[src/rtl/gf180mcu_fd_sc_mcu9t5v0__aoi22_arb2.sv]
`default_nettype none
// ============================================================================
// Module      : gf180mcu_fd_sc_mcu9t5v0__aoi22_arb2
// Description : Two-requester round-robin arbiter feeding a registered AOI22.
//               The granted requester's product term (A1&A2 or B1&B2) is
//               inverted and registered onto ZN; with no grant ZN is 1.
// Ports       : CLK          - clock, rising edge
//               RST          - asynchronous active-high reset
//               REQ_A/REQ_B  - access requests
//               A1,A2/B1,B2  - product-term operands of requesters A/B
//               GNT_A/GNT_B  - registered grants (one-hot or both low)
//               ZN           - registered AOI22 result of the granted term
//               BUSY         - high while either grant is high
//               VDD/VSS      - power pins, only with USE_POWER_PINS
// Options     : GF180MCU_FD_SC_MCU9T5V0__AOI22_ARB2_TIMEOUT_EN compiles in
//               an 8-bit hold counter limiting a grant to TMO_CYC cycles
//               while the other side is waiting.
// Revision    : 1.0 - initial release
// ============================================================================
module gf180mcu_fd_sc_mcu9t5v0__aoi22_arb2 #(
    parameter int TMO_CYC = 15
) (
`ifdef USE_POWER_PINS
    inout  wire  VDD,
    inout  wire  VSS,
`endif
    input  logic CLK,
    input  logic RST,
    input  logic REQ_A,
    input  logic REQ_B,
    input  logic A1,
    input  logic A2,
    input  logic B1,
    input  logic B2,
    output logic GNT_A,
    output logic GNT_B,
    output logic ZN,
    output logic BUSY
);

    typedef enum logic [1:0] {
        IDLE  = 2'd0,
        OWN_A = 2'd1,
        OWN_B = 2'd2
    } state_t;

    state_t r_state;
    state_t w_next;
    logic   r_last_b;   // 1: B was granted most recently, 0: A
    logic   r_zn;
    logic   w_req_a;
    logic   w_req_b;
    logic   w_tmo;      // owner has used up its hold budget

    // Only a clean 1 counts as a request; X/Z reads as idle.
    assign w_req_a = (REQ_A === 1'b1);
    assign w_req_b = (REQ_B === 1'b1);

    // Out-of-range limits leave an empty, named marker block in elaboration.
    if (TMO_CYC < 1 || TMO_CYC > 255) begin : g_tmo_out_of_range
    end

`ifdef GF180MCU_FD_SC_MCU9T5V0__AOI22_ARB2_TIMEOUT_EN
    localparam logic [7:0] C_TMO = 8'(TMO_CYC);
    logic [7:0] r_cnt;

    assign w_tmo = (r_cnt == C_TMO);

    // Cleared whenever ownership changes, counts while owned, saturates.
    always_ff @(posedge CLK or posedge RST) begin
        if (RST) begin
            r_cnt <= 8'd0;
        end else if (w_next != r_state) begin
            r_cnt <= 8'd0;
        end else if (r_state != IDLE && !w_tmo) begin
            r_cnt <= r_cnt + 8'd1;
        end
    end
`else
    assign w_tmo = 1'b0;
`endif

    always_comb begin
        w_next = r_state;
        case (r_state)
            IDLE: begin
                if (w_req_a && w_req_b) begin
                    w_next = r_last_b ? OWN_A : OWN_B;
                end else if (w_req_a) begin
                    w_next = OWN_A;
                end else if (w_req_b) begin
                    w_next = OWN_B;
                end
            end
            OWN_A: begin
                // Release or timeout hands straight to a waiting B, no bubble.
                if (w_req_a && !(w_tmo && w_req_b)) begin
                    w_next = OWN_A;
                end else if (w_req_b) begin
                    w_next = OWN_B;
                end else begin
                    w_next = IDLE;
                end
            end
            OWN_B: begin
                if (w_req_b && !(w_tmo && w_req_a)) begin
                    w_next = OWN_B;
                end else if (w_req_a) begin
                    w_next = OWN_A;
                end else begin
                    w_next = IDLE;
                end
            end
            default: w_next = IDLE;
        endcase
    end

    always_ff @(posedge CLK or posedge RST) begin
        if (RST) begin
            r_state  <= IDLE;
            r_last_b <= 1'b1;   // A wins the first tie after reset
        end else begin
            r_state <= w_next;
            if (w_next == OWN_A) begin
                r_last_b <= 1'b0;
            end else if (w_next == OWN_B) begin
                r_last_b <= 1'b1;
            end
        end
    end

    // Uses the grant in force before the edge, so ZN trails the grant by one.
    always_ff @(posedge CLK or posedge RST) begin
        if (RST) begin
            r_zn <= 1'b1;
        end else begin
            r_zn <= ~(((r_state == OWN_A) & A1 & A2) |
                      ((r_state == OWN_B) & B1 & B2));
        end
    end

    assign GNT_A = (r_state == OWN_A);
    assign GNT_B = (r_state == OWN_B);
    assign BUSY  = GNT_A | GNT_B;
    assign ZN    = r_zn;

endmodule
`default_nettype wire

[config.mk]
export PLATFORM = sky130hd
export DESIGN_NAME = gf180mcu_fd_sc_mcu9t5v0__aoi22_arb2
export DESIGN_NICKNAME = d
export VERILOG_FILES = /design/src/rtl/gf180mcu_fd_sc_mcu9t5v0__aoi22_arb2.sv
export SDC_FILE = /design/constraint.sdc
export NUM_CORES = 1
export LEC_CHECK = 0
export CAP_MARGIN = 20
export CELL_PAD_IN_SITES_DETAIL_PLACEMENT = 2
export CELL_PAD_IN_SITES_GLOBAL_PLACEMENT = 2
export CORE_AREA = 5 5 42 44
export DETAILED_ROUTE_END_ITERATION = 6
export DIE_AREA = 0 0 47 49
export GPL_ROUTABILITY_DRIVEN = 0
export PLACE_DENSITY = 0.81
export SYNTH_ARGS = -nofsm -noshare
export SYNTH_HDL_FRONTEND = slang
export SYNTH_SLANG_ARGS = --single-unit
[constraint.sdc]
create_clock -name CLK -period 2.9 [get_ports CLK]
set_input_delay 0.58 -clock CLK [delete_from_list [all_inputs] [get_ports CLK]]
set_output_delay 0.58 -clock CLK [all_outputs]
set_load 0.01 [all_outputs]
==> reports/metrics.csv, run 1 <==
stage,metric,value,unit
run_status,status,"finished, final reports clean",
placement,placed cell count,58,
route,via count,285,
layout,fraction of layout cells with a size suffix above 1,0.109,
timing,Rel. slew slack,0.854,
min_path,worst min-delay path category,reg2reg,
setup_path,CP required,2320,ps
global_route,vias in the first global route,291,
timing,Setup Skew,1.09,ps
die,Ports,12,
setup_path,Crit. End Element,primary output,
power_and_ir_drop,Power per Cell Area,923,nW/µm²
die,die area,2300,µm²
global_route,GRT overflow,0,
min_path,hold path start,r_last_b,
timing,"Slew Viols, Final",0,
setup_path,crit-path max FO,5,
global_route,antenna violations before repair,0,
setup_path,CP startpoint kind,flop,
synth,post-synthesis sequential area ratio,0.349,
synth,Synth cell types,15,
setup_path,Crit. Startpoint,r_state[0],
layout,Nets,61,
route,WL/cell,12.2,µm
timing,minimum clock period,2140,ps
clock_tree,hold_buf cts,0,
power_and_ir_drop,leakage,0.000211,µW
clock_tree,Skew-Pair Late Insertion Delay,240,ps
setup_path,crit path DAT,1560,ps
power_and_ir_drop,maximum vdd ir drop,0.283,mV
placement,Final HPWL DP,641,µm
layout,area delta synth->final,53.2,%
timing,fin crit share,0.738,
route,number of remaining DRC errors,0,
timing,worst-margin pin slew,217,ps
global_route,first-pass GRT wire length,1.27,mm
synth,Syn. warnings,0,
route,Detail Route Antenna Nets,0,
synth,Post-Syn Area per Cell,9.48,µm²
global_route,Tot GR Track Use,0.0790,
clock_tree,clock sink count,4,
route,count of TritonRoute iterations in the first routing pass,4,
layout,ant diodes,0,
setup_path,CP top delay family,buffers and inverters,
run,max cap viols,0,
setup_path,CP max-delay cell,clkdlybuf4s50_1,
synth,synth top area cells,"ha_1 26%, dfstp_2 18%, dfrtp_1 17%, a31oi_1 8.5%, inv_1 7.7%",
setup_path,R2R Path Start,r_state[1],
synth,Cells after Synth,31,
synth,synthesized cell area,294,µm²
timing,setup TNS,0,ps
setup_path,ordered cell list for the critical path,inv_1 > ha_1 > clkdlybuf4s50_1,
clock_tree,Worst-path clk slew,40,ps
clock_tree,H-tree levels,1,
route,final WL,758,µm
clock_tree,CTS resizes,0,
global_route,pin count of the biggest net entering global routing,7,
setup_path,CP max stage delay,530,ps
setup_path,WP buf/inv,2,
synth,Seq cells post-synth,4,
placement,I/O Buffers,11,
timing,Max Freq,467,MHz
synth,Synth Net Count,45,
die,standard-cell rows,14,
synth,post-synth top area share,0.255,
clock_tree,CTS Root Cell,clkbuf_4,
die,core area,1400,µm²
route,DRT iter0 DRCs,2,
route,Vias/cell,4.60,
clock_tree,Post-CTS Repair Setup Buffers,0,
clock_tree,TritonCTS Buffers,3,
timing,Final Hold Viols,0,
timing,# setup viols final,0,
setup_path,CP Class,reg2out,
die,die height,49,µm
layout,Finished Layout Cells,62,
synth,Synth area leader,ha_1,
timing,unrepaired setup endpoints after global routing,false,
power_and_ir_drop,total power,416,µW
clock_tree,Max clock buf depth,2,
clock_tree,CTS tree,yes,
layout,fillers,167,
die,Starting Density,0.210,
die,Die Span X,47,µm
[registers in the layout (all words and copies together), names as in the netlist]
| signal | count |
|---|---|
| r_last_b | 1 |
| ZN | 1 |
| r_state | 2 |
[per-stage QoR]
step | util | area (µm²) | worst slack (ps) | hold slack (ps)
after detailed placement | 0.303 | 424 | 706 | 489
after global placement | 0.303 | 424 | 718 | 485
after floorplan | - | 294 | 1200 | 345
after global routing | 0.321 | 450 | 677 | 518
after CTS | 0.321 | 450 | 724 | 496
final | 0.321 | 450 | 761 | 488
[cells in the mapped netlist, drive strengths merged]
| library cell | number |
|---|---|
| nor2b | 1 |
| and3 | 1 |
| a31oi | 4 |
| ha | 6 |
| nand3 | 2 |
| or2 | 1 |
| or3 | 1 |
| o211ai | 1 |
| mux2i | 1 |
| nand2b | 1 |
| inv | 6 |
| dfrtp | 2 |
| nor3 | 1 |
| o21ai | 1 |
| dfstp | 2 |
[tightest hold or removal path: stages (launching register included)]
cell and delay [ps]:
dfstp_2 370, inv_1 50, mux2i_1 60
[path summary, 6_finish.rpt]
path,end,slack (ps),cells after the start
max,BUSY,760,3
min reg2reg,r_last_b,490,2
min in group asynchronous,r_state[1],530,2
max in group asynchronous,r_last_b,2150,2
min,r_last_b,490,2
max reg2reg,r_last_b,1030,7
[area by class of cell]
class | count | area, µm² | share of cell area
Inverter | 6 | 22.5 | 0.0500
Tap cell | 16 | 20.0 | 0.0444
Sequential cell | 4 | 103 | 0.228
Clock buffer | 4 | 26.3 | 0.0583
Multi-Input combinational cell | 21 | 169 | 0.375
Timing Repair Buffer | 11 | 110 | 0.244
[layout by cell type (no fill, tap or decap), types with 2 or more instances in the layout]
cell type        instances
clkdlybuf4s50_1         11
inv_1                    6
ha_1                     6
a31oi_1                  4
clkbuf_4                 3
dfstp_2                  2
nand3_1                  2
dfrtp_1                  2
[power by group]
part           internal, µW  switching [µW]  leakage [µW]  total, µW
Clock                  51.9            26.2     0.0000150       78.0
Combinational           123             106      0.000150        229
Sequential             86.0            22.5     0.0000463        109
[logic make-up after synthesis]
| kind of cell | after synthesis | synth area share |
|---|---|---|
| flops | 4 | 0.349 |
| mux | 1 | 0.0340 |
| simple gates | 8 | 0.157 |
| fa+ha+maj | 6 | 0.255 |
| buf+inv | 6 | 0.0766 |
| compound gates | 6 | 0.128 |
[per-layer routing]
layer  share of wire  vias to the layer above  global-route usage
li1                -                      137                   -
met1            0.42                      134              0.0949
met2            0.49                       12               0.109
met3           0.073                        2              0.0332
met4           0.018                        0              0.0553
met5               0                        -                   0
(Power assumes the default switching activity.)
==> run 2: changes to the inputs <==
Settings changed: CORE_AREA 5 5 42 44 to default, CORE_MARGIN from default to 5, CORE_UTILIZATION from default to 19, DIE_AREA 0 0 47 49 to default, PLACE_DENSITY 0.81 to 0.75.
Clock period 2.9 ns to 1.8 ns, I/O delays scaled along.
==> run 2 against run 1 <==
Critical endpoint is now r_last_b. Global-route usage fell by 0.15 points. Flip-flop and latch count did not move. Setup slack got worse by 710 ps. Count of clock-buffer cells in the layout fell by 1. Highest routed layer is now met3.
==> reports/metrics.csv, run 2 (synthesized netlist as in run 1, its figures left out) <==
stage,metric,value,unit,change
clock_tree,CTS tree,yes,,unchanged
global_route,pin count of the biggest net entering global routing,5,,was 7
route,count of TritonRoute iterations in the first routing pass,1,,was 4
run,max cap viols,0,,unchanged
global_route,GRT overflow,0,,unchanged
global_route,Tot GR Track Use,0.0775,,was 0.0790
global_route,first-pass GRT wire length,1.39,mm,was 1.27 mm
setup_path,R2R Path Start,r_state[0],,was r_state[1]
layout,most frequent cells in the layout,"8 x clkdlybuf4s50_1, 6 x buf_4, 4 x inv_1",,"was 11 x clkdlybuf4s50_1, 6 x inv_1, 6 x ha_1, 4 x a31oi_1, 3 x clkbuf_4"
die,core area,1490,µm²,was 1400 µm²
layout,area delta synth->final,77.9,%,was 53.2%
setup_path,Crit. End Element,flop,,was primary output
timing,worst-margin pin slew,235,ps,was 217 ps
clock_tree,Worst-path clk slew,40,ps,about the same
placement,I/O Buffers,11,,unchanged
route,via count,306,,was 285
placement,Post-DP Area,462,µm²,was 424 µm²
timing,fin crit share,0.972,,
layout,fillers,165,,was 167
setup_path,CP startpoint kind,flop,,unchanged
clock_tree,clock sink count,4,,unchanged
layout,max reg flops,2,,unchanged
power_and_ir_drop,total power,783,µW,was 416 µW
placement,Final HPWL DP,741,µm,was 641 µm
clock_tree,H-tree levels,1,,unchanged
setup_path,CP max-delay cell,dfrtp_2,,was clkdlybuf4s50_1
setup_path,ordered cell list for the critical path,inv_2 > ha_4 > nand2b_1 > a31oi_1 > or3_1 > ha_1 > mux2i_1,,was inv_1 > ha_1 > clkdlybuf4s50_1
power_and_ir_drop,clock power share,0.143,,was 0.188
setup_path,WP buf/inv,1,,was 2
timing,Max Freq,571,MHz,
setup_path,CP required,1960,ps,was 2320 ps
setup_path,Worst R2R Setup Slack,50,ps,was 1030 ps
global_route,vias in the first global route,338,,was 291
power_and_ir_drop,Comb power frac,0.642,,was 0.551
route,final WL,896,µm,was 758 µm
timing,minimum clock period,1750,ps,
route,DRT iter0 DRCs,0,,was 2
power_and_ir_drop,Switch Pwr,297,µW,was 155 µW
min_path,worst min-delay path category,in2async,,was reg2reg
power_and_ir_drop,Seq pwr share,0.215,,was 0.261
timing,unrepaired setup endpoints after global routing,true,,was false
setup_path,Reg2Reg Depth,7,,unchanged
power_and_ir_drop,leakage,0.000246,µW,was 0.000211 µW
setup_path,Crit. Startpoint,r_state[0],,unchanged
layout,"most common cell after layout, fill and taps aside",clkdlybuf4s50_1,,unchanged
route,Detail Route Antenna Nets,0,,unchanged
die,standard-cell rows,14,,unchanged
setup_path,CP top delay family,adder cells,,was buffers and inverters
timing,Rel. slew slack,0.842,,was 0.854
route,Vias/cell,4.57,,was 4.60
layout,fraction of layout cells with a size suffix above 1,0.353,,was 0.109
die,Ports,12,,unchanged
timing,setup TNS,0,ps,unchanged
run_status,status,"finished, final reports clean",,unchanged
route,WL/cell,13.4,µm,was 12.2 µm
timing,"Slew Viols, Final",0,,unchanged
layout,Nets,67,,was 61
clock_tree,Skew-Pair Late Insertion Delay,230,ps,was 240 ps
clock_tree,CTS Root Cell,clkbuf_4,,unchanged
setup_path,crit-path max FO,4,,was 5
setup_path,CP Class,reg2reg,,was reg2out
timing,# setup viols final,0,,unchanged
layout,"Most flops, register",r_state,,unchanged
timing,Setup Skew,2.56,ps,was 1.09 ps
die,Die Span X,49.3,µm,was 47 µm
layout,fin area,523,µm²,was 450 µm²
layout,ant diodes,0,,unchanged
power_and_ir_drop,Pint,486,µW,was 261 µW
setup_path,CP max stage delay,420,ps,was 530 ps
clock_tree,Max clock buf depth,2,,unchanged
die,die height,49.3,µm,was 49 µm
die,Starting Density,0.197,,was 0.210
clock_tree,TritonCTS Buffers,3,,unchanged
power_and_ir_drop,maximum vdd ir drop,0.733,mV,was 0.283 mV
setup_path,Worst path depth,7,,was 3
clock_tree,hold_buf cts,0,,unchanged
timing,Final Hold Viols,0,,unchanged
die,die area,2430,µm²,was 2300 µm²
global_route,antenna violations before repair,0,,unchanged
power_and_ir_drop,Power per Cell Area,1500,nW/µm²,was 923 nW/µm²
power_and_ir_drop,sw frac,0.379,,was 0.373
route,number of remaining DRC errors,0,,unchanged
setup_path,worst flop-to-flop path endpoint,r_last_b,,unchanged
setup_path,crit path DAT,1910,ps,was 1560 ps
## run 2: cell count changes in the layout (fill, tap and decap cells not counted), moves of 2 or more
cell,change
buf_4,+6
dlygate4sd2_1,+3
ha_4,+2
inv_2,+2
inv_1,-2
ha_1,-3
clkdlybuf4s50_1,-3
## run 2: final cells by class
cell class                      count  area (µm²)  area share
Clock buffer                        3        22.5      0.0431
Inverter                            6        22.5      0.0431
Multi-Input combinational cell     21         203       0.388
Sequential cell                     4         104       0.199
Tap cell                           16        20.0      0.0383
Timing Repair Buffer               17         151       0.289
## run 2: layer usage
layer  up-vias  track usage  share of wire
li1        148            -              -
met5         -            0              0
met4         0       0.0673              0
met3         0       0.0245          0.044
met1       150       0.0884           0.44
met2         8        0.114           0.52
## run 2: worst max-delay path by stage
stage                    end  slack (ps)
finish              r_last_b          50
detailed placement  r_last_b        -130
floorplan           r_last_b         100
global route        r_last_b         -30
CTS                 r_last_b           6
global placement    r_last_b        -110
## run 2: repair_timing
item | in CTS | in global routing
setup buffers | 0 | 1
endpoints found under the setup margin | 4 | 1
pin swaps | 0 | 0
gates cloned | 0 | 0
gates resized for setup | 6 | 7
## run 2: power by group through the flow
stage	clock (µW)	combinational, µW	sequential (µW)
floorplan	0	225	168
global placement	0	450	164
detailed placement	0	465	166
CTS	120	447	166
global route	130	549	176
finish	112	503	169
## run 2: through the flow
stage	setup WS (ps)	cells	util	hold WS [ps]
5_1_grt	-32.1	67	0.351	331
2_1_floorplan	100	31	-	125
6_report	49.5	67	0.351	305
3_3_place_gp	-107	63	0.310	486
4_1_cts	6.43	66	0.326	301
3_5_place_dp	-132	63	0.310	492
